[config.mk]
export PLATFORM = sky130hd
export DESIGN_NAME = ov7670_init_seq
export DESIGN_NICKNAME = d
export VERILOG_FILES = /design/src/rtl/ov7670_pkg.sv /design/src/rtl/ov7670_reg_rom.sv /design/src/rtl/ov7670_init_seq.sv
export SDC_FILE = /design/constraint.sdc
export NUM_CORES = 1
export LEC_CHECK = 0
export CORE_ASPECT_RATIO = 1.5
export CORE_UTILIZATION = 40
export DETAILED_ROUTE_END_ITERATION = 7
export DONT_BUFFER_PORTS = 1
export PLACE_DENSITY = 0.61
export REMOVE_ABC_BUFFERS = 1
export SYNTH_ARGS = -nofsm -noshare
export SYNTH_HDL_FRONTEND = slang
export SYNTH_SLANG_ARGS = --single-unit
[constraint.sdc]
create_clock -name clk -period 2.7 [get_ports clk]
set_input_delay 0.54 -clock clk [delete_from_list [all_inputs] [get_ports clk]]
set_output_delay 0.54 -clock clk [all_outputs]
set_load 0.005 [all_outputs]
[src/rtl/ov7670_pkg.sv]
// rtl/ov7670_pkg.sv - shared state encoding and constants for the OV7670 init sequencer
package ov7670_pkg;

    typedef enum logic [2:0] {
        PWRUP,
        FETCH,
        LOAD,
        CALL,
        POST,
        RSTWAIT,
        DONE
    } seqState_t;

    localparam logic [15:0] COM7_SWRESET = 16'h1280;
    localparam logic [7:0]  SCCB_DEV_WR  = 8'h42;

    localparam logic [23:0] POWERUP_CYCLES_DEF    = 24'd2_000_000;
    localparam logic [23:0] RESET_WAIT_CYCLES_DEF = 24'd1_000_000;
    localparam logic [7:0]  LUT_SIZE_DEF          = 8'd166;

endpackage

[src/rtl/ov7670_reg_rom.sv]
// rtl/ov7670_reg_rom.sv - registered {reg_addr, reg_data} table for OV7670 bring-up
module ov7670_reg_rom
    import ov7670_pkg::*;
#(
    parameter logic [7:0] LUT_SIZE = LUT_SIZE_DEF
) (
    input  logic        clk,
    input  logic [7:0]  addr,
    output logic [15:0] data
);

    logic [15:0] entry;

    // Unpopulated slots and anything past LUT_SIZE read as the 16'hFFFF marker.
    always_comb begin
        entry = 16'hFFFF;
        case (addr)
            8'd0:  entry = COM7_SWRESET;
            8'd1:  entry = 16'h1204;
            8'd2:  entry = 16'h3A04;
            8'd3:  entry = 16'h1100;
            8'd4:  entry = 16'h0C00;
            8'd5:  entry = 16'h3E00;
            8'd6:  entry = 16'h8C00;
            8'd7:  entry = 16'h0400;
            8'd8:  entry = 16'h40D0;
            8'd9:  entry = 16'h1438;
            8'd10: entry = 16'h4FB3;
            8'd11: entry = 16'h50B3;
            8'd12: entry = 16'h5100;
            8'd13: entry = 16'h523D;
            8'd14: entry = 16'h53A7;
            8'd15: entry = 16'h54E4;
            8'd16: entry = 16'h589E;
            8'd17: entry = 16'h3DC0;
            8'd18: entry = 16'h1714;
            8'd19: entry = 16'h1802;
            8'd20: entry = 16'h3280;
            8'd21: entry = 16'h1903;
            8'd22: entry = 16'h1A7B;
            8'd23: entry = 16'h030A;
            8'd24: entry = 16'h0E61;
            8'd25: entry = 16'h0F4B;
            8'd26: entry = 16'h1602;
            8'd27: entry = 16'h1E07;
            8'd28: entry = 16'h2102;
            8'd29: entry = 16'h2291;
            8'd30: entry = 16'h2907;
            8'd31: entry = 16'h330B;
            8'd32: entry = 16'h350B;
            8'd33: entry = 16'h371D;
            8'd34: entry = 16'h3871;
            8'd35: entry = 16'h392A;
            8'd36: entry = 16'h3C78;
            8'd37: entry = 16'h4D40;
            8'd38: entry = 16'h4E20;
            8'd39: entry = 16'h6900;
            8'd40: entry = 16'h6B4A;
            8'd41: entry = 16'h7410;
            8'd42: entry = 16'hB084;
            8'd43: entry = 16'hB10C;
            8'd44: entry = 16'hB20E;
            8'd45: entry = 16'hB382;
            8'd46: entry = 16'hB80A;
            default: entry = 16'hFFFF;
        endcase
    end

    always_ff @(posedge clk) begin
        data <= (addr < LUT_SIZE) ? entry : 16'hFFFF;
    end

endmodule

[src/rtl/ov7670_init_seq.sv]
// rtl/ov7670_init_seq.sv - walks the OV7670 register table into the SCCB engine; OV7670_SWRESET_WAIT_EN adds a settle wait after COM7 reset
module ov7670_init_seq
    import ov7670_pkg::*;
#(
    parameter logic [23:0] POWERUP_CYCLES    = POWERUP_CYCLES_DEF,
    parameter logic [23:0] RESET_WAIT_CYCLES = RESET_WAIT_CYCLES_DEF,
    parameter logic [7:0]  LUT_SIZE          = LUT_SIZE_DEF
) (
    input  logic        clk,
    input  logic        rst,
    input  logic        iStart,
    input  logic        iDone,
    output logic        oCall,
    output logic [15:0] oData,
    output logic        oBusy,
    output logic        oInitDone,
    output logic [7:0]  oIndex
);

    localparam logic [7:0] LAST_INDEX = LUT_SIZE - 8'd1;

    seqState_t   state;
    logic [23:0] cnt;
    logic [15:0] romData;

    ov7670_reg_rom #(
        .LUT_SIZE(LUT_SIZE)
    ) uRom (
        .clk (clk),
        .addr(oIndex),
        .data(romData)
    );

`ifndef OV7670_SWRESET_WAIT_EN
    logic unusedResetWait;
    assign unusedResetWait = ^RESET_WAIT_CYCLES;
`endif

    // cnt is only non-zero inside PWRUP/RSTWAIT and is zeroed on leaving them.
    always_ff @(posedge clk) begin
        if (rst) begin
            state     <= PWRUP;
            cnt       <= '0;
            oCall     <= 1'b0;
            oData     <= '0;
            oBusy     <= 1'b1;
            oInitDone <= 1'b0;
            oIndex    <= '0;
        end else begin
            case (state)
                PWRUP: begin
                    if (cnt == POWERUP_CYCLES - 24'd1) begin
                        cnt   <= '0;
                        state <= FETCH;
                    end else begin
                        cnt <= cnt + 24'd1;
                    end
                end
                FETCH: state <= LOAD;
                LOAD: begin
                    oData <= romData;
                    oCall <= 1'b1;
                    state <= CALL;
                end
                CALL: begin
                    if (iDone) begin
                        oCall <= 1'b0;
                        state <= POST;
                    end
                end
                POST: begin
                    if (oIndex == LAST_INDEX) begin
                        oBusy     <= 1'b0;
                        oInitDone <= 1'b1;
                        state     <= DONE;
                    end
`ifdef OV7670_SWRESET_WAIT_EN
                    else if (oData == COM7_SWRESET) begin
                        cnt   <= '0;
                        state <= RSTWAIT;
                    end
`endif
                    else begin
                        oIndex <= oIndex + 8'd1;
                        state  <= FETCH;
                    end
                end
`ifdef OV7670_SWRESET_WAIT_EN
                RSTWAIT: begin
                    if (cnt == RESET_WAIT_CYCLES - 24'd1) begin
                        cnt    <= '0;
                        oIndex <= oIndex + 8'd1;
                        state  <= FETCH;
                    end else begin
                        cnt <= cnt + 24'd1;
                    end
                end
`endif
                DONE: begin
                    if (iStart) begin
                        oIndex    <= '0;
                        oBusy     <= 1'b1;
                        oInitDone <= 1'b0;
                        state     <= FETCH;
                    end
                end
                default: begin
                    cnt   <= '0;
                    oCall <= 1'b0;
                    state <= PWRUP;
                end
            endcase
        end
    end

endmodule

# Yosys cells after proc, flatten, opt, wreduce, memory -nomap -nowiden
# Memory sizes are Yosys's and may differ from the RTL's. A register that Yosys moved wholly into a read port is not among the register bits.
# Index checks and enable logic that the tools add are counted.
classes:
  add_sub_neg: 2
  order_cmp: 1
  n_eq_ne: 12
  n_mux: 18
  bitwise_logic: 1
  n_reduce_logical: 11
op_table:
  columns: ["operator", "count"]
  rows:
  - ["24-bit one-hot mux with 2 select lines", 1]
  - ["24-bit by 1-bit adder with 24-bit output (second input constant)", 1]
  - ["24-bit by 21-bit == test with 1-bit output (second input constant)", 1]
  - ["24-bit 2-to-1 mux", 1]
  - ["3-bit one-hot mux with 6 select lines", 1]
  - ["8-bit 2-to-1 mux", 2]
  - ["8-bit one-hot mux with 2 select lines", 1]
  - ["3-bit 2-to-1 mux", 4]
  - ["2-bit != test (second input constant)", 5]
  - ["3-bit AND reduction", 3]
  - ["8-bit by 1-bit adder with 8-bit output (second input constant)", 1]
  - ["8-bit == test (second input constant)", 1]
  - ["8-bit less-than comparator (second input constant)", 1]
  - ["3-bit by 2-bit == test with 1-bit output (second input constant)", 2]
  - ["3-bit == test (second input constant)", 2]
  - ["1-bit 2-to-1 mux", 5]
  - ["5-bit OR reduction", 1]
  - ["1-bit one-hot mux with 2 select lines", 2]
  - ["2-bit AND reduction", 2]
  - ["4-bit OR reduction", 1]
  - ["3-bit by 1-bit == test with 1-bit output (second input constant)", 1]
  - ["3-bit zero test", 1]
  - ["1-bit one-hot mux with 3 select lines", 1]
  - ["2-bit zero test", 1]
  - ["other kinds (3)", 3]
totals:
  register_bits: 54
  romBits: 1024
  output_inout_bits: 27
  wordCells: 53
  mem_count: 1
mem_list:
  columns: ["name", "depth", "word_bits", "read_ports", "rd_clocked_by_memory_dff", "wr", "line_no", "source"]
  rows:
  - ["(no name shown)", 64, 16, 1, 1, 0, "ov7670_reg_rom.sv:17", "case (addr)"]

# Depth between registers and ports, before layout
# Gate-level depths: netlist of the first run.
depth:
  ltp_word: 4
  depth_mapped: 9

# Cells and area by module
# Synthesis of the first run repeated with hierarchy kept, for this count alone.
hier_totals:
  hier_cells: 530
  hier_area_um2: 4150.2
modules_own_cells:
  columns: ["mod", "n_inst", "cells_each", "area_each_um2"]
  rows:
  - ["ov7670_init_seq", 1, 323, 2593.7]
  - ["ov7670_reg_rom", 1, 207, 1556.5]

# Worst setup path after synthesis of the first run
# Ideal clock, no wire load.
synth_path:
  path_type: "reg-to-reg"
  startpoint: "register oIndex[0]"
  endpoint: "register uRom.data[2]"
  t_arrival_ns: 2.049
  slack_ns: 0.524
  stages_incl_launch_ff: 10
  period_less_slack_ns: 2.176
  cell_sequence: "dfxtp_1 clkbuf_1 inv_1 ha_1 clkbuf_1 mux2_2 a22oi_1 o22ai_1 o22ai_1 nand2_1"
synth_via:
  elab_chain_cells: 3
synth_rtl:
  columns: ["element", "line_no", "source"]
  rows:
  - ["start: declaration", "ov7670_init_seq.sv:17", "output logic [7:0] oIndex"]
  - ["start signal: assignment", "ov7670_init_seq.sv:84", "oIndex <= oIndex + 8'd1;"]
  - ["8-bit less-than comparator", "ov7670_reg_rom.sv:70", "data <= (addr < LUT_SIZE) ? entry : 16'hFFFF;"]
  - ["2-bit AND reduction (no source line)", null, null]
  - ["1-bit zero test (no source line)", null, null]
  - ["end: declaration", "ov7670_reg_rom.sv:9", "output logic [15:0] data"]
# Parallel ways exist; a longest one is shown, timed or not.
# A chain may end at the register's enable or synchronous reset.

# Worst setup path in the final report of the first run
layout_path:
  startpoint: "register state[0]"
  endpoint: "register cnt[10]"
layout_via:
  elab_chain_cells: 3
  elab_cells_between_ends: 8
layout_rtl:
  columns: ["element", "line_no", "source"]
  rows:
  - ["start: declaration", "ov7670_init_seq.sv:22", "seqState_t state;"]
  - ["start signal: assignment", "ov7670_init_seq.sv:42", "state <= PWRUP;"]
  - ["start signal: assignment", "ov7670_init_seq.sv:54", "state <= FETCH;"]
  - ["start signal: assignment", "ov7670_init_seq.sv:59", "FETCH: state <= LOAD;"]
  - ["3-bit == test (tied with other cells)", "ov7670_init_seq.sv:50", "case (state)"]
  - ["5-bit OR reduction (no source line)", null, null]
  - ["24-bit one-hot mux with 2 select lines", "ov7670_init_seq.sv:50", null]
  - ["end signal: assignment", "ov7670_init_seq.sv:56", "cnt <= cnt + 24'd1;"]
  - ["end: declaration", "ov7670_init_seq.sv:23", "logic [23:0] cnt;"]
# Parallel ways exist; a longest one is shown, timed or not.

==> impl_metrics.env, run 1 <==
export IMPL_die_w_um=85.5
export IMPL_highest_layer="met4"
export IMPL_synth_edff_count=0
export IMPL_ys_top_cells_by_area="dfxtp_1 (33%), nand2_1 (7.0%), a21oi_1 (5.9%)"
export IMPL_grt_start_max_net_pins=53
export IMPL_layout_min_cycle_time_ns=2.22
export IMPL_insertion_delay_ns=0.33
export IMPL_grtUsageTotal=0.216
export IMPL_hold_path_class="input pin to flop"
export IMPL_rrSetupSlack_ns=0.48
export IMPL_cts_path_max_buffers=2
export IMPL_drv_slew=0
export IMPL_status="finished clean"
export IMPL_synthArstFlopShare=0
export IMPL_coreArea_mm2=0.0101
export IMPL_drive_gt1_frac=0.0763
export IMPL_seq_area_frac_synth=0.335
export IMPL_fin_tns_setup_ns=0
export IMPL_reg2reg_depth=4
export IMPL_n_antenna_cell=0
export IMPL_row_count=45
export IMPL_wl_met1_mm=4.61
export IMPL_timing_final_crit_share=0.822
export IMPL_ctsResizeCount=0
export IMPL_reg2reg_from="state[0]"
export IMPL_critPathKind="flop to flop"
export IMPL_hp_start="rst"
export IMPL_worstMarginPinSlew_ns=1.00
export IMPL_yosysTopAreaCellShare=0.335
export IMPL_initial_utilization=0.413
export IMPL_setup_ws_ns=0.481
export IMPL_htree_levels=3
export IMPL_ys_types=62
export IMPL_finalHoldViolCount=0
export IMPL_end_kind="flop"
export IMPL_drc=0
export IMPL_regToRegEndpoint="cnt[10]"
export IMPL_rsz0062_at_grt="false"
export IMPL_routed_wl_mm=11.3
export IMPL_dr_total_vias=3958
export IMPL_post_cts_buffers=0
export IMPL_wl_met3_um=505
export IMPL_utilization=0.441
export IMPL_viasPerCell=6.17
export IMPL_clock_skew_ns=0.00765
export IMPL_wl_per_cell_um=17.6
export IMPL_cts_clk_slew_worst_paths_ns=0.05
export IMPL_die_y_um=127
export IMPL_cp_startpoint="state[0]"
export IMPL_io_pins=31
export IMPL_clock_sinks=70
export IMPL_ant_nets=0
export IMPL_syn_inst=545
export IMPL_synth_most_common_cell="nand2_1"
export IMPL_slew_headroom=0.330
export IMPL_syn_area_mm2=0.00418
export IMPL_yosys_register_bits=70
export IMPL_holdPathStages=1
export IMPL_nNetsFinal=535
export IMPL_antenna_found_initial=0
export IMPL_root_buffer="clkbuf_16"
export IMPL_worstPathArrival_ns=2.47
export IMPL_cts_tree="yes"
export IMPL_design_area_mm2=0.00447
export IMPL_cts_buffers=9
export IMPL_leakage_nw=1.58
export IMPL_yosys_area_top_type="dfxtp_1"
export IMPL_drtIter0Drc=257
export IMPL_vdd_ir_drop_max_v=0.000289
export IMPL_powerDensity_mw_per_mm2=487
export IMPL_fp_dieArea_mm2=0.0109
export IMPL_preCtsSetupSlack_ns=0.498
export IMPL_final_setup_viol_count=0
export IMPL_route_met2_wl_mm=5.76
export IMPL_gr_total_overflow=0
export IMPL_start_kind="flop"
export IMPL_numPortBuffers=0
export IMPL_dpl_cell_area_mm2=0.00421
export IMPL_required_ns=2.95
export IMPL_dpl_hpwl_mm=7.96
export IMPL_hold_end="oData[9]"
export IMPL_p_total_mw=2.18
export IMPL_synth_commonest_cells="nand2_1 (78), dfxtp_1 (70), a21oi_1 (49)"
export IMPL_first_pass_iters=4
export IMPL_syn_to_final_growth_pct=6.94
export IMPL_gp_congestion=0.898
export IMPL_yosys_warnings=0
export IMPL_ys_flop_type="dfxtp_1"
export IMPL_ctsHoldBuffers=0
export IMPL_maxCapViolCount=0
export IMPL_grt_pass1_vias=3816
export IMPL_avgSynthCellArea_um2=7.68
export IMPL_fmaxAchievable_mhz=451
export IMPL_grt_pass1_wl_mm=18.6
export IMPL_critPathMaxFanout=14
[report_power, final]
part / internal [mW] / switching (mW)
Combinational: 0.0188 / 0.0176
Clock: 0.665 / 0.410
Sequential: 1.05 / 0.0193
[registers in the layout (all words and copies together), names as in the netlist]
name and flops:
state 3, oInitDone 1, oBusy 1, oIndex 8, uRom.data 16, oData 16, cnt 24, oCall 1
[metal layers]
metal  vias up  global-route usage
li1       1929                   -
met1      1870               0.237
met2       131               0.384
met3        28              0.0401
met4         0               0.126
met5         -                   0
[kinds of logic after synthesis]
family / share of synthesized area
xor+xnor: 0.0126
buf+inv: 0.0589
simple gates: 0.294
compound gates: 0.232
fa+ha+maj: 0.0353
flops: 0.335
mux: 0.0326
[worst max-delay path by stage]
stage	to	slack [ns]
after floorplan	uRom.data[8]	0.36
after global placement	cnt[14]	0.56
after detailed placement	cnt[14]	0.50
after CTS	cnt[14]	0.47
after global routing	cnt[23]	0.31
final	cnt[10]	0.48
[stage by stage]
step	cells	hold slack (ns)
after detailed placement	626	0.428
final	641	0.282
after global routing	641	0.261
after global placement	626	0.419
after CTS	641	0.270
after floorplan	500	0.411
[cells in the final DEF (no fill, tap or decap), drive strengths merged, types with 3 or more instances in the layout]
cell type / synthesis / layout
a211oi: 16 / 16
a21oi: 49 / 49
a22oi: 3 / 3
a311oi: 3 / 3
a31oi: 15 / 15
a41oi: 3 / 3
and2: 4 / 4
and3: 6 / 6
buf: 22 / 9
clkbuf: 23 / 14
dfxtp: 70 / 70
ha: 11 / 11
inv: 10 / 10
mux2: 5 / 5
mux2i: 8 / 8
nand2: 78 / 78
nand2b: 14 / 14
nand3: 25 / 25
nand3b: 6 / 6
nand4: 10 / 10
nor2: 37 / 37
nor2b: 7 / 7
nor3: 18 / 18
nor3b: 3 / 3
nor4: 6 / 6
nor4b: 5 / 5
o21ai: 37 / 37
o22ai: 7 / 7
o2bb2ai: 3 / 3
or2: 3 / 3
or2b: 3 / 3
or4: 3 / 3
xnor2: 5 / 5
[final cells by class]
class	instances	area, um^2
clock inverter	1	5.00
sequential	70	1400
multi-input combinational	419	2540
clock buffer	14	264
tap	117	146
fill	1040	5660
timing repair buffer	9	80.1
inverter	11	41.3
[critical path, cell delays in order, from the launching register on]
cell	delay, ns
dfxtp_1	0.55
nor3_1	0.16
a21oi_1	0.76
nand2b_1	0.40
a31oi_1	0.26
No activity file was read; power rests on OpenSTA's default activity.
==> run 2, diff against run 1 <==
==> constraint.sdc (replaced) <==
create_clock -name clk -period 2.29 [get_ports clk]
set_input_delay 0.458 -clock clk [delete_from_list [all_inputs] [get_ports clk]]
set_output_delay 0.458 -clock clk [all_outputs]
set_load 0.005 [all_outputs]
==> impl_metrics.env, run 2 (synthesis gave the netlist of run 1 again) <==
export IMPL_status="finished clean"
export IMPL_final_setup_viol_count=0
export IMPL_design_area_mm2=0.00464
export IMPL_hold_path_class="input pin to flop"
export IMPL_nNetsFinal=543
export IMPL_clock_skew_ns=0.00848
export IMPL_routed_wl_mm=11.3
export IMPL_io_pins=31
export IMPL_viasPerCell=6.15
export IMPL_end_kind="flop"
export IMPL_grt_pass1_wl_mm=18.6
export IMPL_ctsHoldBuffers=0
export IMPL_start_kind="flop"
export IMPL_gp_congestion=0.895
export IMPL_row_count=45
export IMPL_leakage_nw=1.65
export IMPL_die_y_um=127
export IMPL_grt_start_max_net_pins=49
export IMPL_timing_final_crit_share=0.896
export IMPL_cts_path_max_buffers=2
export IMPL_powerDensity_mw_per_mm2=633
export IMPL_syn_to_final_growth_pct=10.8
export IMPL_numPortBuffers=0
export IMPL_ctsResizeCount=0
export IMPL_pwr_share_clk=0.558
export IMPL_multi_input_area_mm2=0.00254
export IMPL_cp_startpoint="cnt[0]"
export IMPL_largest_reg_flops=24
export IMPL_cts_buffers=9
export IMPL_layout_min_cycle_time_ns=2.05
export IMPL_drv_slew=0
export IMPL_dr_total_vias=3997
export IMPL_first_pass_iters=5
export IMPL_preCtsSetupSlack_ns=0.266
export IMPL_final_common_cell="nand2_1"
export IMPL_dpl_hpwl_mm=8.18
export IMPL_worstPathArrival_ns=2.27
export IMPL_clock_sinks=70
export IMPL_drive_gt1_frac=0.0976
export IMPL_n_antenna_cell=0
export IMPL_p_sw_frac=0.190
export IMPL_comb_power_share=0.015
export IMPL_internal_power_mw=2.38
export IMPL_worstMarginPinSlew_ns=0.650
export IMPL_gr_total_overflow=0
export IMPL_rsz0062_at_grt="false"
export IMPL_regMostFlops="cnt"
export IMPL_setup_ws_ns=0.237
export IMPL_vdd_ir_drop_max_v=0.000372
export IMPL_fmaxAchievable_mhz=487
export IMPL_power_frac_seq=0.427
export IMPL_root_buffer="clkbuf_16"
export IMPL_hp_start="rst"
export IMPL_p_switching_mw=0.559
export IMPL_htree_levels=3
export IMPL_maxCapViolCount=0
export IMPL_antenna_found_initial=0
export IMPL_ant_nets=0
export IMPL_required_ns=2.51
export IMPL_cts_tree="yes"
export IMPL_seq_area_mm2=0.00140
export IMPL_slew_headroom=0.566
export IMPL_critPathKind="flop to flop"
export IMPL_drc=0
export IMPL_critPathMaxFanout=26
export IMPL_die_w_um=85.5
export IMPL_wl_per_cell_um=17.4
export IMPL_cts_clk_slew_worst_paths_ns=0.06
export IMPL_dpl_cell_area_mm2=0.00428
export IMPL_fillerInstances=996
export IMPL_coreArea_mm2=0.0101
export IMPL_insertion_delay_ns=0.34
export IMPL_final_cell_mix="nand2_1 (78), dfxtp_1 (70), a21oi_1 (49)"
export IMPL_initial_utilization=0.413
export IMPL_grtUsageTotal=0.217
export IMPL_finalHoldViolCount=0
export IMPL_post_cts_buffers=0
export IMPL_reg_top3="cnt x24, oData x16, uRom.data x16"
export IMPL_fp_dieArea_mm2=0.0109
export IMPL_drtIter0Drc=203
export IMPL_grt_pass1_vias=3714
export IMPL_reg2reg_from="cnt[0]"
## run 2: cell types whose count changed in the layout (fill, tap and decap cells not counted), sizes merged
cell	delta
buf	+8
clkinv	-1
clkinvlp	+2
bufinv	+3
clkbuf	-3
## run 2: layout make-up
cell class              count  area share
well taps                 117      0.0316
inverters                  11     0.00891
flip-flops and latches     70       0.302
clock inverters             5      0.0227
clock buffers              11      0.0545
repair buffers             17      0.0329
multi-input cells         419       0.547
## run 2: final timing paths
kind                                  to  slack, ns  cells after the start
worst min register to register  oData[6]       0.43                      2
worst min-delay path            oData[1]       0.20                      1
worst max-delay path             cnt[20]       0.24                      7
worst max register to register   cnt[20]       0.24                      7
## run 2: power by group through the flow
stage / Clock (mW) / Combinational (mW) / Sequential, mW
finish: 1.64 / 0.0434 / 1.25
global route: 1.73 / 0.0488 / 1.26
CTS: 1.66 / 0.0437 / 1.25
detailed placement: 0 / 0.0433 / 1.28
global placement: 0 / 0.0410 / 1.28
floorplan: 0 / 0.0356 / 1.28
## run 2: stage by stage
step,setup TNS (ns),std cells,utilization,total power [mW],hold WS (ns)
final,0,650,0.457,2.94,0.196
after global routing,0,650,0.457,3.03,0.186
after CTS,0,650,0.457,2.96,0.186
after detailed placement,0,634,0.422,1.32,0.425
after global placement,0,634,0.422,1.32,0.418
after floorplan,-0.0822,500,-,1.31,0.411
## run 2: critical path: stages, from the launching register on
cell	delay, ns
dfxtp_1	0.40
ha_1	0.25
nand3_2	0.18
nor3_2	0.32
a211oi_4	0.09
buf_4	0.22
and3_1	0.20
a221o_1	0.27
## run 2: layer usage
layer / routed length (um) / GRT usage / up-vias
met5: 0 / 0 / -
met4: 486 / 0.130 / 0
met3: 521 / 0.0510 / 36
met2: 5840 / 0.379 / 131
met1: 4430 / 0.234 / 1878
li1: - / - / 1952
==> run 3, diff against run 2 <==
--- a/config.mk
+++ b/config.mk
@@ -9,6 +9,7 @@
 export CORE_UTILIZATION = 40
 export DETAILED_ROUTE_END_ITERATION = 7
 export DONT_BUFFER_PORTS = 1
+export GPL_TIMING_DRIVEN = 0
 export PLACE_DENSITY = 0.61
 export REMOVE_ABC_BUFFERS = 1
 export SYNTH_ARGS = -nofsm -noshare
==> impl_metrics.env, run 3 (synthesis gave the netlist of run 1 again) <==
export IMPL_first_pass_iters=5
export IMPL_grtUsageTotal=0.209
export IMPL_status="finished clean"
export IMPL_cts_path_max_buffers=2
export IMPL_grt_pass1_vias=3598
export IMPL_drv_slew=0
export IMPL_p_sw_frac=0.202
export IMPL_vdd_ir_drop_max_v=0.000349
export IMPL_max_stage_delay_ns=0.47
export IMPL_initial_utilization=0.413
export IMPL_worstPathArrival_ns=2.34
export IMPL_timing_final_crit_share=0.949
export IMPL_setup_ws_ns=0.117
export IMPL_slew_headroom=0.381
export IMPL_viasPerCell=6.16
export IMPL_critPathMaxFanout=15
export IMPL_grt_pass1_wl_mm=18.0
export IMPL_leakage_nw=1.56
export IMPL_die_w_um=85.5
export IMPL_start_kind="flop"
export IMPL_regMostFlops="cnt"
export IMPL_power_frac_seq=0.493
export IMPL_final_cell_mix="nand2_1 (78), dfxtp_1 (64), a21oi_1 (47)"
export IMPL_cts_buffers=9
export IMPL_final_common_cell="nand2_1"
export IMPL_io_pins=31
export IMPL_routed_wl_mm=11.0
export IMPL_cts_tree="yes"
export IMPL_worstMarginPinSlew_ns=0.925
export IMPL_reg_top3="cnt x24, oData x16, uRom.data x16"
export IMPL_syn_to_final_growth_pct=7.18
export IMPL_largest_reg_flops=24
export IMPL_gp_congestion=0.890
export IMPL_drtIter0Drc=256
export IMPL_powerDensity_mw_per_mm2=566
export IMPL_crit_chain="clkinvlp_4 -> ha_2 -> or2_2 -> a31o_2 -> a211oi_1 -> o21ai_0"
export IMPL_cp_buffers_inverters=1
export IMPL_die_y_um=127
export IMPL_clock_skew_ns=0.00748
export IMPL_row_count=45
export IMPL_preCtsSetupSlack_ns=-0.465
export IMPL_fillerInstances=1033
export IMPL_cts_clk_slew_worst_paths_ns=0.05
export IMPL_rsz0062_at_grt="false"
export IMPL_coreArea_mm2=0.0101
export IMPL_n_antenna_cell=0
export IMPL_cp_slowest_cell="dfxtp_4"
export IMPL_insertion_delay_ns=0.33
export IMPL_fp_dieArea_mm2=0.0109
export IMPL_dpl_hpwl_mm=7.59
export IMPL_fmaxAchievable_mhz=460
export IMPL_drive_gt1_frac=0.0909
export IMPL_critPathKind="flop to flop"
export IMPL_htree_levels=3
export IMPL_root_buffer="clkbuf_16"
export IMPL_finalHoldViolCount=0
export IMPL_antenna_found_initial=0
export IMPL_p_total_mw=2.54
export IMPL_end_kind="flop"
export IMPL_layout_min_cycle_time_ns=2.17
export IMPL_pwr_share_clk=0.491
export IMPL_comb_power_share=0.017
export IMPL_wl_per_cell_um=17.3
export IMPL_drc=0
export IMPL_hold_path_class="input pin to flop"
export IMPL_clock_sinks=70
export IMPL_required_ns=2.45
export IMPL_ant_nets=0
export IMPL_final_setup_viol_count=0
export IMPL_p_switching_mw=0.512
export IMPL_internal_power_mw=2.02
export IMPL_dr_total_vias=3904
export IMPL_nNetsFinal=530
export IMPL_maxCapViolCount=0
export IMPL_crit_family="compound AO/OA/AOI/OAI gates"
export IMPL_gr_total_overflow=0
export IMPL_numPortBuffers=0
export IMPL_grt_start_max_net_pins=53
-- run 3: cell count changes in the layout (fill, tap and decap cells not counted), moves of 3 or more --
| cell | previous run | this run |
|---|---|---|
| dfxtp_4 | 0 | 4 |
| bufinv_16 | 3 | 0 |
| buf_4 | 15 | 3 |
| dfxtp_1 | 70 | 64 |
-- run 3: metal layers --
layer | wire length, um | vias to the layer above | global-route usage
met1 | 4330 | 1849 | 0.242
met3 | 539 | 19 | 0.0329
li1 | - | 1911 | -
met5 | 0 | - | 0
met2 | 5850 | 125 | 0.375
met4 | 272 | 0 | 0.0951
-- run 3: final timing paths --
path                 startpoint            to  slack (ns)  cells after the start
setup / recovery      oIndex[0]  uRom.data[7]        0.12                      6
hold / removal              rst      oData[1]        0.20                      1
setup reg to reg      oIndex[0]  uRom.data[7]        0.12                      6
hold reg to reg   uRom.data[14]     oData[14]        0.43                      2
-- run 3: repair_timing --
action	CTS	global route
pin swaps	0	1
buffers inserted	0	3
hold endpoints to repair	0	0
endpoints found under the setup margin	27	41
resized for setup	9	8
gates cloned	0	1
hold buffers	0	0
-- run 3: cell type report --
| type | count | area, um^2 | share of cell area |
|---|---|---|---|
| Timing Repair Buffer | 3 | 22.5 | 0.00502 |
| Multi-Input combinational cell | 420 | 2590 | 0.577 |
| Tap cell | 117 | 146 | 0.0326 |
| Clock buffer | 12 | 256 | 0.0572 |
| Inverter | 11 | 45.0 | 0.0100 |
| Clock inverter | 1 | 7.51 | 0.00167 |
| Sequential cell | 70 | 1420 | 0.316 |
-- run 3: power groups by stage --
stage / Clock, mW / Sequential [mW] / Combinational, mW
5_1_grt: 1.35 / 1.25 / 0.0486
3_5_place_dp: 0 / 1.28 / 0.0411
4_1_cts: 1.27 / 1.25 / 0.0412
3_3_place_gp: 0 / 1.28 / 0.0395
6_report: 1.24 / 1.25 / 0.0430
2_1_floorplan: 0 / 1.28 / 0.0356
-- run 3: worst register-to-register path, delay by kind of cell (launching register included) --
kind	cells	cell delay [ns]
and+or+nand+nor	1	0.33
adders and majority gates	1	0.27
DFF	1	0.47
buffers and inverters	1	0.21
AOI/OAI and AO/OA	3	0.72
-- run 3: metrics by stage --
stage               std cells  instance area [um^2]   util  TNS, ns  hold WS [ns]
floorplan                 500                  3980      -  -0.0822         0.411
global placement          617                  4130  0.407   -15.63         0.418
detailed placement        617                  4130  0.407    -4.43         0.422
CTS                       630                  4410  0.435        0         0.192
global route              634                  4480  0.442        0         0.190
finish                    634                  4480  0.442        0         0.200
==> patch 1, RTL diff (settings of run 1) <==
The option `OV7670_SWRESET_WAIT_EN` is turned on by a define.
--- a/src/rtl/ov7670_init_seq.sv
+++ b/src/rtl/ov7670_init_seq.sv
@@ -1,4 +1,6 @@
 // rtl/ov7670_init_seq.sv - walks the OV7670 register table into the SCCB engine; OV7670_SWRESET_WAIT_EN adds a settle wait after COM7 reset
+`define OV7670_SWRESET_WAIT_EN
+
 module ov7670_init_seq
     import ov7670_pkg::*;
 #(
Behaviour: same outputs for any inputs over 10 cycles, from zero or initial values and one cycle with rst high; that may be too few to reach the edited logic, so the function may still have changed.
==> patch 1 against run 1 <==
- wire length is 4.4% higher
- area after synthesis is 0.75% higher
- critical path type unchanged
- worst setup slack worse by 0.13 ns
- sequential share of layout area is 1.2 points lower
- highest routed layer unchanged
- design area is 4.1% higher
- sequential cell count stayed put
- worst hold slack worse by 0.015 ns
Power is not compared: it rests on default switching activity, and its combinational part moved more than twofold at a synthesized area within 25%.
==> patch 1: results (changes against run 1) <==
| Metric | Value |
|---|---|
| Inserted Clock Buffers | `9 (unchanged)` |
| Max incr delay on CP | `0.50 ns (-0.26 ns)` |
| Synth top area cells | `dfxtp_1 33%, a21oi_1 7.7%, nand2_1 6.8%` |
| Via density | `6.14 (-0.51%)` |
| FILL cells | `991 (-4.7%)` |
| Clock Tree Buf Depth | `2 (unchanged)` |
| First-pass GRT wire length | `19.4 mm (+4.6%)` |
| Final GP Congestion | `0.882 (-1.8%)` |
| Slew margin rel. | `38.6% (+5.6 points)` |
| Repair and plain buffers | `16 (+7)` |
| Clock buf/inv share | `7.09% (+1.1 points)` |
| Status | `complete, no violations` |
| Worst-path clk slew | `0.06 ns` |
| Leading register cell type out of synthesis | `dfxtp_1` |
| Netlist cell types | `60 (-3.2%)` |
| Number of global-route vias before repair | `3896 (+2.1%)` |
| Sequential fraction of the synthesis area | `33.2% (-0.25 points)` |
| # Taps | `141 (+21%)` |
| Top delay family on crit path | `simple AND/OR/NAND/NOR gates` |
| Largest net degree at the start of global routing | `49 (-7.5%)` |
| Multi-In Gates | `433 (+3.3%)` |
| DPL Wire Length | `8.32 mm (+4.5%)` |
| Non-clock buffering overhead | `2.58% (+0.79 points)` |
| Max stage delay cell, worst path | `or4_1` |
| Pre-CTS setup slack | `0.256 ns (-0.242 ns)` |
| Multi-input combinational area share | `55.3% (-1.4 points)` |
| Max Fanout on Critical Path | `40 (+26)` |
| DRT Wirelength | `11.8 mm (+4.4%)` |
| First-pass detailed-route iteration total | `6 (+2)` |
| Share of cells above drive strength 1 | `6.92% (-0.71 points)` |
| Post-synth top cells | `76 x nand2_1, 70 x dfxtp_1, 65 x a21oi_1` |
| Post-Layout Cell Count | `690 (+7.6%)` |
| CTS resizes | `0 (unchanged)` |
| DP Area | `4330 um^2 (+2.9%)` |
| Cells after DPL | `674 (+7.7%)` |
| Iter 0 DRT Violations | `303 (+18%)` |
| Post-Syn Instances | `563 (+3.3%)` |
| Asr flop ratio synth | `0% (unchanged)` |
| Worst Path Arrival | `2.63 ns (+0.16 ns)` |
| GRT Total Usage | `22.4% (+0.80 points)` |
| Seq. cell area | `1400 um^2 (unchanged)` |
| Inverters excl. clock | `14 (+3)` |
| Clock Skew | `0.00681 ns (-0.000840 ns)` |
| Area of the multi-input gates | `2580 um^2 (+1.6%)` |
==> patch 1: cell types whose count changed in the layout (fill, tap and decap cells not counted), sizes merged, moves of 8 or more <==
cell	before	now
o31ai	0	11
nor3	18	7
or3	1	14
a21oi	49	65
a31oi	15	7
o211ai	1	9
a211oi	16	7
==> patch 1: cell families (layout without fill, tap and decap cells) <==
| family | count (synthesis) | in the layout | share of synthesized area [%] |
|---|---|---|---|
| simple gates | 226 | 226 | 27.2 |
| flops | 70 | 70 | 33.2 |
| fa+ha+maj | 12 | 12 | 3.56 |
| xor+xnor | 2 | 2 | 0.416 |
| buf+inv | 60 | 46 | 5.64 |
| compound gates | 188 | 188 | 28.7 |
| mux | 5 | 5 | 1.19 |
==> patch 1: power groups by stage <==
stage	Clock, mW	Sequential (mW)	Combinational, mW
2_1_floorplan	0	1.11	0.161
3_3_place_gp	0	1.12	0.219
3_5_place_dp	0	1.12	0.223
4_1_cts	1.34	1.10	0.223
5_1_grt	1.40	1.10	0.252
6_report	1.31	1.10	0.221
==> patch 1: final timing paths <==
path | from | to | slack (ns) | depth (start not counted)
min | rst | oInitDone | 0.27 | 1
max reg2reg | oData[9] | cnt[20] | 0.35 | 6
max | oData[9] | cnt[20] | 0.35 | 6
min reg2reg | uRom.data[1] | oData[1] | 0.42 | 2
==> patch 1: layer usage <==
| metal | routed length (um) | global-route usage, % | vias up |
|---|---|---|---|
| met5 | 0 | 0 | - |
| met4 | 481 | 14.0 | 0 |
| met2 | 5990 | 39.1 | 145 |
| met1 | 4630 | 24.2 | 1991 |
| met3 | 660 | 5.15 | 45 |
| li1 | - | - | 2058 |
==> patch 2, RTL diff (config.mk and constraints of run 1) <==
Made on the original files. The 7 states of `seqState_t` get a Gray code encoding in 3 bits.
--- a/src/rtl/ov7670_pkg.sv
+++ b/src/rtl/ov7670_pkg.sv
@@ -2,13 +2,13 @@
 package ov7670_pkg;
 
     typedef enum logic [2:0] {
-        PWRUP,
-        FETCH,
-        LOAD,
-        CALL,
-        POST,
-        RSTWAIT,
-        DONE
+        PWRUP   = 3'b000,
+        FETCH   = 3'b001,
+        LOAD    = 3'b011,
+        CALL    = 3'b010,
+        POST    = 3'b110,
+        RSTWAIT = 3'b111,
+        DONE    = 3'b101
     } seqState_t;
 
     localparam logic [15:0] COM7_SWRESET = 16'h1280;
Behaviour: same outputs for any inputs over 10 cycles, from zero or initial values and one cycle with rst high; not proved beyond that.
==> patch 2 against run 1 <==
- the flow now finishes with violations (design-rule violations)
- area after synthesis shrank 1.9%
- worst hold slack got worse by 0.0083 ns
- core utilization increased by 1.1 points
- first-iteration DRC count down 0.39%
- highest routed layer unchanged
- maximum frequency rose by 10%
- sequential cell count unchanged
- worst setup slack better by 0.21 ns
- design area shrank 0.84%
- wire length fell by 1.7%
- die area is 1.9% lower
- total power rose by 1.9%
==> patch 2: results (changes against run 1) <==
| Metric | Value |
|---|---|
| Seq area share | `31.6% (+0.26 points)` |
| Worst Path Arrival | `2.24 ns (-0.23 ns)` |
| Slew @ Worst Pin | `0.701 ns (-0.303 ns)` |
| Max incr delay on CP | `0.49 ns (-0.27 ns)` |
| Final net count | `522 (-2.4%)` |
| Area of the multi-input gates | `2460 um^2 (-2.8%)` |
| Max Fanout on Critical Path | `15 (+1)` |
| Clock Skew | `0.00572 ns (-0.00193 ns)` |
| Cells after DPL | `611 (-2.4%)` |
| FILL cells | `993 (-4.5%)` |
| Synth top area cells | `dfxtp_1 34%, nand2_1 7.6%, a21oi_1 6.3%` |
| Iter 0 DRT Violations | `256 (-0.39%)` |
| Pleak | `1.51 nW (-4.2%)` |
| Top delay family on crit path | `simple AND/OR/NAND/NOR gates` |
| Wirelength per Cell | `17.7 um (+0.61%)` |
| Netlist cell types | `71 (+15%)` |
| # clk buffers | `9 (-5)` |
| Status | `finished with violations` |
| Number of remaining DRC errors | `3 (+3)` |
| First-pass detailed-route iteration total | `6 (+2)` |
| Sequential fraction of the synthesis area | `34.2% (+0.66 points)` |
| Max stage delay cell, worst path | `or4_1` |
| Number of global-route vias before repair | `3728 (-2.3%)` |
| Share of cells above drive strength 1 | `9.20% (+1.6 points)` |
| Inverters excl. clock | `12 (+1)` |
| Clock Tree Buf Depth | `2 (unchanged)` |
| DPL Wire Length | `7.92 mm (-0.55%)` |
| Reg-to-reg slack, setup | `0.69 ns (+0.21 ns)` |
| Max VDD drop | `300 uV (+4.0%)` |
| Switching Fraction | `20.9% (+0.40 points)` |
| Failing checks | `design-rule violations` |
| Post-Layout Cell Count | `626 (-2.3%)` |
| Area leader, netlist | `dfxtp_1` |
| Final GP Congestion | `0.851 (-5.2%)` |
| GRT Total Usage | `21.7% (+0.14 points)` |
| Via density | `6.15 (-0.45%)` |
| Worst-path clk slew | `0.06 ns` |
==> patch 2: cells by family (layout without fill, tap and decap cells) <==
| kind of cell | Yosys count | in the layout | share of synthesized area (%) |
|---|---|---|---|
| flops | 70 | 70 | 34.2 |
| simple gates | 214 | 214 | 26.0 |
| mux | 9 | 9 | 2.26 |
| xor+xnor | 6 | 6 | 1.28 |
| buf+inv | 53 | 36 | 5.76 |
| fa+ha+maj | 12 | 12 | 3.60 |
| compound gates | 164 | 164 | 26.9 |
==> patch 2: power by group through the flow <==
stage / sequential [mW] / clock, mW / combinational, mW
final: 1.04 / 1.15 / 0.0236
after global routing: 1.04 / 1.23 / 0.0269
after CTS: 1.04 / 1.18 / 0.0235
after detailed placement: 1.06 / 0 / 0.0234
after global placement: 1.06 / 0 / 0.0229
after floorplan: 1.06 / 0 / 0.0190
==> patch 2: worst min path at each step <==
stage / slack (ns) / end / from
2_1_floorplan: 0.41 / oData[0] / uRom.data[0]
3_5_place_dp: 0.42 / oData[11] / uRom.data[11]
6_report: 0.27 / oData[7] / rst
3_3_place_gp: 0.42 / oData[11] / uRom.data[11]
4_1_cts: 0.26 / oIndex[0] / rst
5_1_grt: 0.25 / oData[7] / rst
==> patch 2: stage by stage <==
step / total power [mW] / area [um^2] / setup WS, ns
after detailed placement: 1.09 / 4150 / 0.691
after floorplan: 1.08 / 3910 / 0.253
final: 2.22 / 4440 / 0.691
after global placement: 1.09 / 4150 / 0.743
after global routing: 2.30 / 4440 / 0.519
after CTS: 2.24 / 4440 / 0.684
==> patch 2: per-layer routing <==
metal / vias to the layer above / wire length, um / global-route usage, %
li1: 1878 / - / -
met2: 122 / 5720 / 37.2
met5: - / 0 / 0
met3: 43 / 481 / 4.91
met1: 1805 / 4380 / 24.4
met4: 0 / 497 / 13.4
